===== src/rtl/zpulse_pkg.sv =====
// ============================================================================
// Module      : zpulse_pkg
// Description : Shared constants, types and helpers for the pulse-count frame
//               transmitter (header bytes, byte indices, FSM encoding, queued
//               sample type, CRC-8 byte update).
// Revision    : 1.0 - initial release
// ============================================================================
`default_nettype none

package zpulse_pkg;

  localparam logic [7:0] c_HDR0 = 8'hA5;
  localparam logic [7:0] c_HDR1 = 8'h5A;

  localparam int unsigned c_FRAME_LEN = 8;

  // Byte positions inside a frame
  localparam logic [2:0] c_IDX_HDR0 = 3'd0;
  localparam logic [2:0] c_IDX_HDR1 = 3'd1;
  localparam logic [2:0] c_IDX_SEQ  = 3'd2;
  localparam logic [2:0] c_IDX_CNT3 = 3'd3;
  localparam logic [2:0] c_IDX_CNT2 = 3'd4;
  localparam logic [2:0] c_IDX_CNT1 = 3'd5;
  localparam logic [2:0] c_IDX_CNT0 = 3'd6;
  localparam logic [2:0] c_IDX_CHK  = 3'(c_FRAME_LEN - 1);

  typedef enum logic [1:0] {
    ST_IDLE = 2'd0,
    ST_LOAD = 2'd1,
    ST_SEND = 2'd2,
    ST_CHKB = 2'd3
  } tx_state_e;

  // One queued sample: sequence number stamped at capture plus the count
  typedef struct packed {
    logic [7:0]  seq;
    logic [31:0] count;
  } sample_t;

  // CRC-8, polynomial 0x07, MSB-first, one byte folded into the running value
  function automatic logic [7:0] crc8_update(input logic [7:0] crc, input logic [7:0] data);
    logic [7:0] c;
    c = crc ^ data;
    for (int i = 0; i < 8; i++) begin
      c = c[7] ? ((c << 1) ^ 8'h07) : (c << 1);
    end
    return c;
  endfunction

endpackage

`default_nettype wire


===== src/rtl/zpulse_sample_fifo.sv =====
// ============================================================================
// Module      : zpulse_sample_fifo
// Description : Synchronous FIFO of sample_t entries with show-ahead read.
//               A push while full is accepted when a pop happens in the same
//               cycle (the freed slot is the one written).
// Revision    : 1.0 - initial release
// ============================================================================
`default_nettype none

module zpulse_sample_fifo
  import zpulse_pkg::*;
#(
  parameter int DEPTH = 4
) (
  input  logic    clk,
  input  logic    rst,
  input  logic    push_i,
  input  sample_t wdata_i,
  input  logic    pop_i,
  output sample_t rdata_o,
  output logic    full_o,
  output logic    empty_o
);

  localparam int AW = $clog2(DEPTH);

  sample_t        mem_q [DEPTH];
  logic    [AW:0] wptr_q;
  logic    [AW:0] rptr_q;
  logic           w_push_ok;
  logic           w_pop_ok;

  assign empty_o   = (wptr_q == rptr_q);
  assign full_o    = (wptr_q[AW] != rptr_q[AW]) && (wptr_q[AW-1:0] == rptr_q[AW-1:0]);
  assign w_pop_ok  = pop_i & ~empty_o;
  assign w_push_ok = push_i & (~full_o | w_pop_ok);
  assign rdata_o   = mem_q[rptr_q[AW-1:0]];

  // Pointer update; the extra MSB distinguishes full from empty
  always_ff @(posedge clk or posedge rst) begin
    if (rst) begin
      wptr_q <= '0;
      rptr_q <= '0;
    end else begin
      if (w_push_ok) wptr_q <= wptr_q + 1'b1;
      if (w_pop_ok)  rptr_q <= rptr_q + 1'b1;
    end
  end

  // Storage write; contents need no reset since pointers qualify them
  always_ff @(posedge clk) begin
    if (w_push_ok) mem_q[wptr_q[AW-1:0]] <= wdata_i;
  end

endmodule

`default_nettype wire


===== src/rtl/zpulse_frame_tx.sv =====
// ============================================================================
// Module      : zpulse_frame_tx
// Description : Captures 1 ms pulse-count samples, queues them and sends each
//               as an 8-byte frame (HDR0 HDR1 SEQ CNT[31:0] CHK) on a
//               byte-wide valid/ready stream. Counts samples lost to overflow.
//               Build option: define ZPULSE_FRAME_CRC8_EN to make CHK a CRC-8
//               (poly 0x07) instead of the 8-bit additive sum.
// Revision    : 1.0 - initial release
// ============================================================================
`default_nettype none

module zpulse_frame_tx
  import zpulse_pkg::*;
#(
  parameter int         FIFO_DEPTH = 4,
  parameter logic [7:0] HDR0       = c_HDR0,
  parameter logic [7:0] HDR1       = c_HDR1
) (
  input  logic        clk,
  input  logic        rst,
  input  logic        en,
  input  logic [31:0] iCount,
  input  logic        iUpdate,
  output logic [7:0]  oData,
  output logic        oValid,
  input  logic        iReady,
  output logic        oBusy,
  output logic [15:0] oDropCnt
);

  tx_state_e   state_q, state_d;
  logic [2:0]  idx_q, idx_d;
  logic [7:0]  acc_q, acc_d;
  logic [7:0]  seq_q;
  logic [15:0] drop_q;
  sample_t     frame_q;

  sample_t     w_head;
  sample_t     w_wdata;
  logic        w_full;
  logic        w_empty;
  logic        w_cap;
  logic        w_pop;
  logic        w_drop;
  logic [7:0]  w_send_byte;

  assign w_cap    = iUpdate & en;
  assign w_drop   = w_cap & w_full & ~w_pop;
  assign w_wdata  = '{seq: seq_q, count: iCount};
  assign oBusy    = (state_q != ST_IDLE) | ~w_empty;
  assign oDropCnt = drop_q;

  zpulse_sample_fifo #(
    .DEPTH (FIFO_DEPTH)
  ) u_fifo (
    .clk     (clk),
    .rst     (rst),
    .push_i  (w_cap),
    .wdata_i (w_wdata),
    .pop_i   (w_pop),
    .rdata_o (w_head),
    .full_o  (w_full),
    .empty_o (w_empty)
  );

  // Sequence stamps every enabled strobe; drops saturate at all-ones
  always_ff @(posedge clk or posedge rst) begin
    if (rst) begin
      seq_q  <= 8'd0;
      drop_q <= 16'd0;
    end else begin
      if (w_cap) seq_q <= seq_q + 8'd1;
      if (w_drop && (drop_q != 16'hFFFF)) drop_q <= drop_q + 16'd1;
    end
  end

  // The popped head is held for the whole frame; the FIFO slot is released
  always_ff @(posedge clk or posedge rst) begin
    if (rst) frame_q <= '0;
    else if (w_pop) frame_q <= w_head;
  end

  // FSM, byte index and checksum accumulator registers
  always_ff @(posedge clk or posedge rst) begin
    if (rst) begin
      state_q <= ST_IDLE;
      idx_q   <= 3'd0;
      acc_q   <= 8'd0;
    end else begin
      state_q <= state_d;
      idx_q   <= idx_d;
      acc_q   <= acc_d;
    end
  end

  // Byte selected by the current index while in SEND
  always_comb begin
    w_send_byte = acc_q;
    case (idx_q)
      c_IDX_HDR0: w_send_byte = HDR0;
      c_IDX_HDR1: w_send_byte = HDR1;
      c_IDX_SEQ:  w_send_byte = frame_q.seq;
      c_IDX_CNT3: w_send_byte = frame_q.count[31:24];
      c_IDX_CNT2: w_send_byte = frame_q.count[23:16];
      c_IDX_CNT1: w_send_byte = frame_q.count[15:8];
      c_IDX_CNT0: w_send_byte = frame_q.count[7:0];
      c_IDX_CHK:  w_send_byte = acc_q;
      default:    w_send_byte = acc_q;
    endcase
  end

  // Next state, FIFO pop and stream outputs
  always_comb begin
    state_d = state_q;
    idx_d   = idx_q;
    acc_d   = acc_q;
    w_pop   = 1'b0;
    oValid  = 1'b0;
    oData   = 8'h00;
    case (state_q)
      ST_IDLE: begin
        if (!w_empty) begin
          w_pop   = 1'b1;
          state_d = ST_LOAD;
        end
      end
      ST_LOAD: begin
        idx_d   = c_IDX_HDR0;
        acc_d   = 8'd0;
        state_d = ST_SEND;
      end
      ST_SEND: begin
        oValid = 1'b1;
        oData  = w_send_byte;
        if (iReady) begin
          if (idx_q >= c_IDX_SEQ) begin
`ifdef ZPULSE_FRAME_CRC8_EN
            acc_d = crc8_update(acc_q, w_send_byte);
`else
            acc_d = acc_q + w_send_byte;
`endif
          end
          if (idx_q == c_IDX_CNT0) begin
            idx_d   = c_IDX_CHK;
            state_d = ST_CHKB;
          end else begin
            idx_d = idx_q + 3'd1;
          end
        end
      end
      ST_CHKB: begin
        oValid = 1'b1;
        oData  = acc_q;
        if (iReady) begin
          if (!w_empty) begin
            w_pop   = 1'b1;
            state_d = ST_LOAD;
          end else begin
            state_d = ST_IDLE;
          end
        end
      end
      default: state_d = ST_IDLE;
    endcase
  end

endmodule

`default_nettype wire


===== config.mk =====
export PLATFORM = sky130hd
export DESIGN_NAME = zpulse_frame_tx
export DESIGN_NICKNAME = d
export VERILOG_FILES = /design/src/rtl/zpulse_pkg.sv /design/src/rtl/zpulse_sample_fifo.sv /design/src/rtl/zpulse_frame_tx.sv
export SDC_FILE = /design/constraint.sdc
export NUM_CORES = 1
export LEC_CHECK = 0
export ABC_AREA = 0
export CORE_ASPECT_RATIO = 0.6
export CORE_MARGIN = 3
export CORE_UTILIZATION = 45
export DETAILED_ROUTE_END_ITERATION = 16
export GPL_TIMING_DRIVEN = 0
export PLACE_DENSITY = 0.71
export RECOVER_POWER = 50
export SLEW_MARGIN = 20
export SYNTH_ARGS = -nofsm -noshare
export SYNTH_HDL_FRONTEND = slang
export SYNTH_SLANG_ARGS = --single-unit

===== constraint.sdc =====
create_clock -name clk -period 3.2 [get_ports clk]
set_input_delay 0.48 -clock clk [delete_from_list [all_inputs] [get_ports clk]]
set_output_delay 0.48 -clock clk [all_outputs]
set_load 0.03 [all_outputs]

==> flow_summary.json, run 1 <==
{
  "slowest_stage": "dfrtp_2",
  "path_buf_inv": 1,
  "power.share.switching_pct": 33.12,
  "peakVddDrop_mv": 0.5158,
  "place.gp.congestion": 0.8813,
  "port-buffer-count": 62,
  "power_w": 0.01128,
  "synth_area_sq_um": 10160,
  "num-nets-final": 752,
  "crit_chain": "ha_4, a222oi_1, a21oi_1, a221o_1, ha_2, inv_2, fa_2, nor2b_1, o21ai_1, a21boi_1, o21a_1, or3_1, a32o_1",
  "start_util_pct": 47.03,
  "post-route-period-util_pct": 99.08,
  "drv_slew": 0,
  "drive_above_1_share_pct": 24.72,
  "grt_setup_unrepaired": "yes",
  "area_growth_pct": 18.64,
  "min_path_cells": 1,
  "violations": "max-capacitance violations",
  "insertion_delay_ns": 0.50,
  "hp-class": "flop to flop",
  "cts_tree": "yes",
  "finalNonFillerCells": 1005,
  "critPathRequiredTime_ns": 3.60,
  "async_flop_share_pct": 34.16,
  "viasPerCell": 5.528,
  "synth.most_common_cell": "edfxtp_1",
  "grtUsageTotal_pct": 18.12,
  "internal_power_w": 0.007547,
  "ff2ff_path_depth": 13,
  "synth_warnings": 0,
  "max-slew-margin-rel_pct": 1.096,
  "synth.avg_cell_area_sq_um": 16.90,
  "cp-end-kind": "flop",
  "pwr-share-clk_pct": 24.3,
  "antenna_found_initial": 0,
  "path_clk_slew_ns": 0.07,
  "setup_viol": 0,
  "cts_hold_buf": 0,
  "clock-sinks": 243,
  "synthCells": 601,
  "post-dp-hpwl_microns": 14140,
  "synth.distinct_cells": 51,
  "hold_violations": 0,
  "layout_min_cycle_time_ns": 3.171,
  "p_comb_share_pct": 34.9,
  "die_h_microns": 122.4,
  "crit_type": "flop to flop",
  "h-tree-depth": 1,
  "wirelength_microns": 21560,
  "grt_overflow": 0,
  "cp_top_family": "compound AO/OA/AOI/OAI gates",
  "clockRootBuffer": "clkbuf_16",
  "synthTopCellsByArea": "edfxtp_1 (47%), dfrtp_1 (20%), mux4_2 (8.9%)",
  "boundaryPins": 63,
  "first_pass_iters": 4,
  "maxCapViolations": 1,
  "placed_area_sq_um": 11190,
  "cellPowerDensity_nw_per_um2": 936.4,
  "cts-buffers-inserted": 23,
  "ys_ff_latch": 243,
  "power.switching_w": 0.003737,
  "synth_seq_area_share_pct": 67.75,
  "p_leak_nw": 4.390,
  "yosysTopAreaCell": "edfxtp_1",
  "vias": 5556,
  "yosys-top-cells-count": "edfxtp_1 (160), dfrtp_1 (83), mux2_2 (40), mux4_2 (40), nand2_1 (40)",
  "grt_pass1_vias": 5731,
  "cp_num_cells": 13,
  "stdcell_area_sq_um": 12050,
  "fp.dieArea_sq_um": 24470,
  "cp-start-kind": "flop",
  "drt_iter0_drc": 457,
  "antenna_left": 0,
  "netlist.area_leader.share_pct": 47.30,
  "synthFlopType": "edfxtp_1",
  "grt_pass1_wl_microns": 33380,
  "status": "finished, violations left",
  "grt_max_degree": 52,
  "fp.coreArea_sq_um": 21600,
  "crit_arrival_ns": 3.57,
  "max_freq_ghz": 0.3154,
  "final.setup_skew_ns": 0.008292,
  "cts_buffer_depth": 3,
  "seq_power_share_pct": 40.8,
  "synth_edf_count": 160,
  "wl_per_cell_microns": 21.45,
  "placed_cells": 965,
  "fp-row-count": 41,
  "die_w_microns": 200.0,
  "critPathMaxFanout": 10,
  "hold_slack_ns": 0.4968,
  "antenna_cells": 0,
  "syn_nets": 664,
  "crit_path_max_incr_delay_ns": 0.47,
  "worstMarginPinSlew_ns": 1.475,
  "drc": 0
}
[cells in the final DEF, fill, tap and decap left out, drive strengths merged, types with 4 or more instances in the layout]
cell and count:
a22oi 6, edfxtp 160, buf 16, nand4 9, inv 14, and2 6
clkinvlp 4, mux2 47, a21oi 16, clkinv 4, ha 25, xor2 5
and3 7, clkbuf 46, o21ai 7, nand2 41, clkdlybuf4s50 20, dlygate4sd3 34
mux4 40, nand3 14, a211oi 5, dfrtp 83, nor2 12, xnor2 26
a22o 10
[worst paths after layout]
path | to | startpoint | slack (ns)
setup / recovery | acc_q[6] | idx_q[1] | 0.03
hold / removal | u_fifo.rptr_q[2] | u_fifo.rptr_q[2] | 0.50
setup reg to reg | acc_q[6] | idx_q[1] | 0.03
hold reg to reg | u_fifo.rptr_q[2] | u_fifo.rptr_q[2] | 0.50
max in group asynchronous | seq_q[3] | rst | 0.55
min in group asynchronous | acc_q[6] | rst | 0.76
[power by group through the flow]
stage / Clock, W / Sequential (W) / Combinational [W]
after floorplan: 0 / 0.00445 / 0.00280
after global placement: 0 / 0.00462 / 0.00370
after detailed placement: 0 / 0.00464 / 0.00383
after CTS: 0.00280 / 0.00459 / 0.00397
after global routing: 0.00293 / 0.00467 / 0.00429
final: 0.00274 / 0.00461 / 0.00394
[repair_timing]
action                     4_1_cts  5_1_grt
buffers inserted                 6        0
gates resized for setup         38       14
pin swaps                        6        5
hold endpoints to repair         0        0
setup endpoints to repair       13        9
cloned                           0        0
[per-stage QoR]
stage	utilization (%)	setup slack (ns)	TNS [ns]
after floorplan	-	0.02710	0
after global placement	51.65	-0.8552	-202.14
after detailed placement	51.83	-0.6596	-2.504
after CTS	55.92	0.007171	0
after global routing	55.80	-0.09275	-0.1571
final	55.80	0.02946	0
[metal layers]
metal	part of all wire, %	vias to the layer above	global-route usage (%)	wire length, microns
met5	0	-	0	0
met2	44	157	26.59	9533
met4	2.6	0	4.922	567
met1	48	2849	28.13	10250
met3	5.6	39	3.155	1205
li1	-	2511	-	-
[kinds of logic after synthesis]
| group | after synthesis | share of synthesized area (%) |
|---|---|---|
| AND/OR/NAND/NOR | 103 | 5.186 |
| flip-flops | 243 | 67.75 |
| buffers and inverters | 41 | 1.897 |
| adder cells (fa/ha/maj) | 26 | 3.277 |
| XOR/XNOR | 31 | 2.821 |
| AO/OA/AOI/OAI | 70 | 4.952 |
| multiplexers | 87 | 14.12 |
[registers in the layout, summed over array words and instances (netlist names)]
register / cells
state_q: 2
frame_q: 40
u_fifo.rptr_q: 3
idx_q: 3
oDropCnt: 16
seq_q: 8
u_fifo.mem_q: 160
u_fifo.wptr_q: 3
acc_q: 8
[area by class of cell]
cell class | count | area [sq um]
Fill cell | 1664 | 9547
Sequential cell | 243 | 6884
Multi-Input combinational cell | 317 | 3192
Timing Repair Buffer | 69 | 649.4
Clock buffer | 30 | 643.1
Tap cell | 301 | 376.6
Buffer | 21 | 132.6
Clock inverter | 10 | 116.4
Inverter | 14 | 56.30
[worst register-to-register path, stage by stage (launching register included)]
cell and delay, ns:
dfrtp_2 0.47, ha_4 0.23, a222oi_1 0.37, a21oi_1 0.14
a221o_1 0.30, ha_2 0.20, inv_2 0.07, fa_2 0.22
nor2b_1 0.06, o21ai_1 0.15, a21boi_1 0.11, o21a_1 0.19
or3_1 0.30, a32o_1 0.25
Note: power is estimated with default switching activity, not from simulation.
==> run 2: changes to the inputs <==
Settings changed: CORE_ASPECT_RATIO 0.6 to 1.1, SKIP_CTS_REPAIR_TIMING set to 1.
==> run 2 against run 1 <==
Effect of this change: the flow finishes with violations (negative setup slack); sequential share of layout area down 0.23 points; die area down 0.23%; worst hold slack worse by 0.0099 ns; core utilization down 1.1 points; critical path depth up 1; via count up 0.72%; sequential power down 1%; cell count up 0.90%; count of clock-buffer cells in the layout up 8; combinational power about the same; worst setup slack worse by 0.22 ns; critical path type unchanged; highest routed layer unchanged.
==> flow_summary.json, run 2 (same netlist as run 1, synthesis figures left out) <==
{
  "status": "finished, violations left",
  "violations": "negative setup slack",
  "maxCapViolations": 0,
  "first_pass_iters": 5,
  "grt_max_degree": 57,
  "die_w_microns": 149.2,
  "crit_path_max_incr_delay_ns": 0.50,
  "p_leak_nw": 4.497,
  "clockRootBuffer": "clkbuf_16",
  "num-nets-final": 763,
  "layout_min_cycle_time_ns": 3.391,
  "max_freq_ghz": 0.2949,
  "pre_cts_ws_ns": -0.5649,
  "mostFrequentLayoutCells": "edfxtp_1 (160), dfrtp_1 (81), mux4_2 (40), mux2_2 (40), nand2_1 (40)",
  "wl_per_cell_microns": 19.79,
  "power_w": 0.01119,
  "post-dp-hpwl_microns": 12890,
  "slowest_stage": "a222oi_1",
  "grt_pass1_vias": 5702,
  "antenna_found_initial": 0,
  "cp-end-kind": "flop",
  "antenna_left": 0,
  "final.setup_skew_ns": 0.01326,
  "max-slew-margin-rel_pct": 6.788,
  "hp-class": "flop to flop",
  "vias": 5596,
  "setup_viol": 2,
  "path_clk_slew_ns": 0.06,
  "fp.dieArea_sq_um": 24410,
  "cts_tree": "yes",
  "viasPerCell": 5.519,
  "antenna_cells": 0,
  "port-buffer-count": 62,
  "cts_buffer_depth": 3,
  "hold_slack_ns": 0.4868,
  "die_h_microns": 163.6,
  "fp.coreArea_sq_um": 22110,
  "critPathLaunch": "idx_q[0]",
  "clock-sinks": 243,
  "critPathMaxFanout": 7,
  "area_growth_pct": 19.12,
  "placed_cells": 959,
  "largest_register_ffs": 160,
  "worstMarginPinSlew_ns": 1.398,
  "drive_above_1_share_pct": 24.90,
  "drc": 0,
  "h-tree-depth": 1,
  "start_util_pct": 45.94,
  "timing.rr.end": "acc_q[6]",
  "cts-buffers-inserted": 25,
  "r2r_slack_ns": -0.19,
  "peakVddDrop_mv": 0.4818,
  "crit_type": "flop to flop",
  "ff2ff_path_depth": 14,
  "boundaryPins": 63,
  "drv_slew": 0,
  "cp-start-kind": "flop",
  "crit_chain": "inv_4, ha_4, a222oi_1, a21oi_1, a221o_1, ha_2, inv_2, fa_2, nor2b_1, o21ai_1, a21boi_1, o21a_1, or3_1, a32o_1",
  "cellPowerDensity_nw_per_um2": 925.2,
  "grtUsageTotal_pct": 16.44,
  "endpoint": "acc_q[6]",
  "grt_overflow": 0,
  "crit_arrival_ns": 3.80,
  "fin_setup_tns_ns": -0.2860,
  "worstHoldStart": "oDropCnt[9]",
  "critPathRequiredTime_ns": 3.60,
  "insertion_delay_ns": 0.52,
  "post-route-period-util_pct": 106.0,
  "grt_pass1_wl_microns": 31400,
  "drt_iter0_drc": 434,
  "hold_violations": 0,
  "r2r_start": "idx_q[0]",
  "setup_slack_ns": -0.1908,
  "grt_setup_unrepaired": "yes",
  "finalNonFillerCells": 1014,
  "layout_commonest_cell": "edfxtp_1",
  "fp-row-count": 57,
  "place.gp.congestion": 0.8629,
  "wirelength_microns": 20070
}
## run 2: cell types whose count changed in the layout (fill, tap and decap cells not counted), sizes merged
| cell | delta |
|---|---|
| clkinvlp | -3 |
| clkdlybuf4s15 | -2 |
| buf | +10 |
| bufinv | -1 |
| clkinv | +2 |
| dlymetal6s2s | +4 |
| clkbuf | +7 |
| dlygate4sd2 | -2 |
## run 2: worst max-delay path: cells and delay by family, from the launching register on
family | cells | cell delay, ns
compound gates | 7 | 1.76
simple gates | 2 | 0.36
flops | 1 | 0.42
buf+inv | 2 | 0.13
fa+ha+maj | 3 | 0.61
## run 2: report_power, final
group          leakage [nW]  total [W]  switching [W]  internal, W
Combinational          1.64    0.00396        0.00206      0.00191
Sequential             2.49    0.00455       0.000444      0.00410
Clock                 0.365    0.00268        0.00113      0.00156
## run 2: how the worst min path moves through the flow
| stage | endpoint | slack [ns] | cells after the start |
|---|---|---|---|
| final | oDropCnt[9] | 0.49 | 1 |
| after global routing | oDropCnt[7] | 0.51 | 1 |
| after CTS | acc_q[3] | 0.31 | 2 |
| after detailed placement | u_fifo.wptr_q[2] | 0.48 | 1 |
| after global placement | oDropCnt[11] | 0.48 | 1 |
| after floorplan | frame_q[19] | 0.46 | 1 |
## run 2: metal layers
metal  up-vias  wire [microns]  track usage, %
met3        25             848           2.358
met4         0             352           4.411
li1       2530               -               -
met1      2904            8509           21.88
met5         -               0               0
met2       137           10360           28.52
## run 2: layout make-up
cell class                 instances  area, sq um
fill                            1741        10010
sequential                       243         6884
inverter                          14        56.30
buffer                            21        121.4
clock buffer                      38        684.4
timing repair buffer              78        728.2
clock inverter                     8        72.57
tap                              295        369.1
multi-input combinational        317         3183
## run 2: per-stage QoR
stage	util [%]	instance area, sq um
2_1_floorplan	-	10160
3_3_place_gp	50.42	11150
3_5_place_dp	50.60	11190
4_1_cts	54.02	11940
5_1_grt	54.73	12100
6_report	54.73	12100
==> edit (settings of run 1) <==
Re-encode `tx_state_e` (4 states) as one-hot, 4 bits wide.
--- a/src/rtl/zpulse_pkg.sv
+++ b/src/rtl/zpulse_pkg.sv
@@ -25,9 +25,9 @@
   localparam logic [2:0] c_IDX_CHK  = 3'(c_FRAME_LEN - 1);
 
-  typedef enum logic [1:0] {
-    ST_IDLE = 2'd0,
-    ST_LOAD = 2'd1,
-    ST_SEND = 2'd2,
-    ST_CHKB = 2'd3
+  typedef enum logic [3:0] {
+    ST_IDLE = 4'b0001,
+    ST_LOAD = 4'b0010,
+    ST_SEND = 4'b0100,
+    ST_CHKB = 4'b1000
   } tx_state_e;
 
Formal check against the unedited RTL: no difference found for any inputs over 10 cycles, from zero or initial values and one cycle with rst high; not proved beyond that.
==> edit against run 1 <==
- the run ends with max-capacitance violations, max-slew violations, negative setup slack left
- sequential cell count is 2 higher
- via count grew 4.6%
- final area up 3.5%
- clock skew rose by 0.0068 ns
- sequential share of layout area is 1.5 points lower
- wire length is 1.1% higher
- first-iteration DRC count fell by 30%
- power up 4.2%
- synthesized cell count increased by 2.2%
- area after synthesis grew 0.62%
- worst setup slack worse by 0.35 ns
- critical endpoint is now acc_q[7]
- largest cell class unchanged
- largest power group unchanged
==> edit: results (changes against run 1) <==
Synth
  – Syn_nets: 672 (+1.2%)
  – Yosys cell types: 57 (+12%)
  – Async set-or-reset flop fraction in the synthesized netlist: 0.347 (+0.00537)
  – Largest cells by area after synthesis: edfxtp_1, dfrtp_1, mux4_2
  – Seq/Total Area, Yosys: 0.678 (+0.000872)
  – Top post-synthesis cells by count: edfxtp_1, dfrtp_1, nand2_1

Clock network
  – Clk buf depth: 3 (unchanged)
  – Worst skew pair latency: 0.52 ns (+0.02 ns)
  – CTS Buf Count: 24 (+4.3%)

STA
  – F_max: 284 MHz (-10%)
  – Final WS setup: -0.325 ns (-0.355 ns)
  – Relative slew slack: -0.000675 (-0.0116)
  – Final setup violation count: 2 (+2)
  – Final Max Tran Viols: 1 (+1)
  – Setup Skew: 0.0151 ns (+0.00683 ns)

Routing
  – Initial DRC Count: 322 (-30%)
  – Routed WL: 21800 um (+1.1%)
  – Avg Vias per Cell: 5.58 (+0.94%)
  – Drt first pass iters: 5 (+1)
  – DRT antenna net count: 0 (unchanged)

GRT
  – Total global-route track usage: 0.177 (-0.00399)
  – First-pass GRT wire length: 33700 um (+0.99%)
  – Vias in the first global route: 5889 (+2.8%)
  – Largest net degree at the start of global routing: 56 (+7.7%)

Placement
  – Hpwl dp: 14000 um (-0.67%)
  – Routability cong.: 0.842 (-4.5%)
  – Placement Setup Slack: -0.565 ns (+0.0951 ns)

Critical path
  – CP arrival: 3.94 ns (+0.37 ns)
  – Crit Path Max Fanout: 8 (-2)
  – Slowest CP cell: dfrtp_2
  – CP peak stage delay: approximately 0.48 ns

Finish
  – Layout cell share with drive strength beyond 1: 0.282 (+0.0352)
  – Fillers: 1730 (+4.0%)
  – Nets: 773 (+2.8%)
  – Max FFs per register: 160 (unchanged)

Status
  – Failing checks: max-capacitance violations, max-slew violations, negative setup slack
  – Outcome: finished with violations

Pwr
  – Leakage: 4.54 nW (+3.5%)
  – Max rail drop VDD: 0.488 mV (-5.4%)

Flow run
  – Maxcap violations: 1 (unchanged)
## edit: worst paths after layout
check,from,to,cells after the start
max,idx_q[1],acc_q[7],13
min,u_fifo.wptr_q[2],u_fifo.wptr_q[2],1
max reg2reg,idx_q[1],acc_q[7],13
min reg2reg,u_fifo.wptr_q[2],u_fifo.wptr_q[2],1
max in group asynchronous,rst,idx_q[0],3
min in group asynchronous,rst,acc_q[2],2
## edit: repair_timing
action	CTS	global route
endpoints found under the setup margin	13	12
pin swaps	11	18
buffers inserted	7	8
hold buffers	0	0
gates resized for setup	47	31
## edit: logic make-up (layout without fill, tap and decap cells)
family / count (synthesis) / after routing / share of synthesized area
XOR/XNOR: 31 / 31 / 0.0266
adder cells (fa/ha/maj): 21 / 21 / 0.0264
multiplexers: 82 / 82 / 0.134
AO/OA/AOI/OAI: 76 / 76 / 0.0551
buffers and inverters: 44 / 163 / 0.0179
AND/OR/NAND/NOR: 115 / 115 / 0.0615
flip-flops: 245 / 245 / 0.678
## edit: per-layer routing
metal | routed length, um | vias up | track usage | share of wire
li1 | - | 2580 | - | -
met1 | 10300 | 3003 | 0.270 | 0.47
met2 | 9700 | 190 | 0.268 | 0.44
met3 | 1460 | 36 | 0.0355 | 0.067
met4 | 378 | 0 | 0.0364 | 0.017
met5 | 0 | - | 0 | 0
## edit: metrics by stage
step	area, sq um	setup TNS (ns)	hold slack, ns	instances
floorplan	10300	-0.0106	0.447	614
global placement	11300	-210.92	0.469	984
detailed placement	11300	-1.06	0.470	985
CTS	12400	-0.824	0.340	1035
global route	12500	-2.43	0.518	1041
finish	12500	-0.512	0.495	1041
## edit: cell type report
type | count | area share
clock inverter | 15 | 0.0214
tap | 308 | 0.0309
inverter | 19 | 0.00652
clock buffer | 29 | 0.0505
timing repair buffer | 78 | 0.0576
multi-input combinational | 325 | 0.267
sequential | 245 | 0.556
buffer | 22 | 0.00953
## edit: where the power goes
group	switching [mW]	internal [mW]	leakage, nW
clock	1.20	1.98	0.435
sequential	0.492	4.13	2.50
combinational	2.05	1.91	1.61
## edit: worst register-to-register path: stages, from the launching register on
cell and delay (ns):
dfrtp_2 0.48, ha_4 0.21, ha_4 0.20, a22oi_2 0.26, o21ai_2 0.13, a221oi_2 0.27
a21oi_2 0.17, ha_4 0.30, a21oi_2 0.15, nor2b_2 0.06, o311a_1 0.31, or3b_1 0.41
a31o_1 0.22, mux2_4 0.25
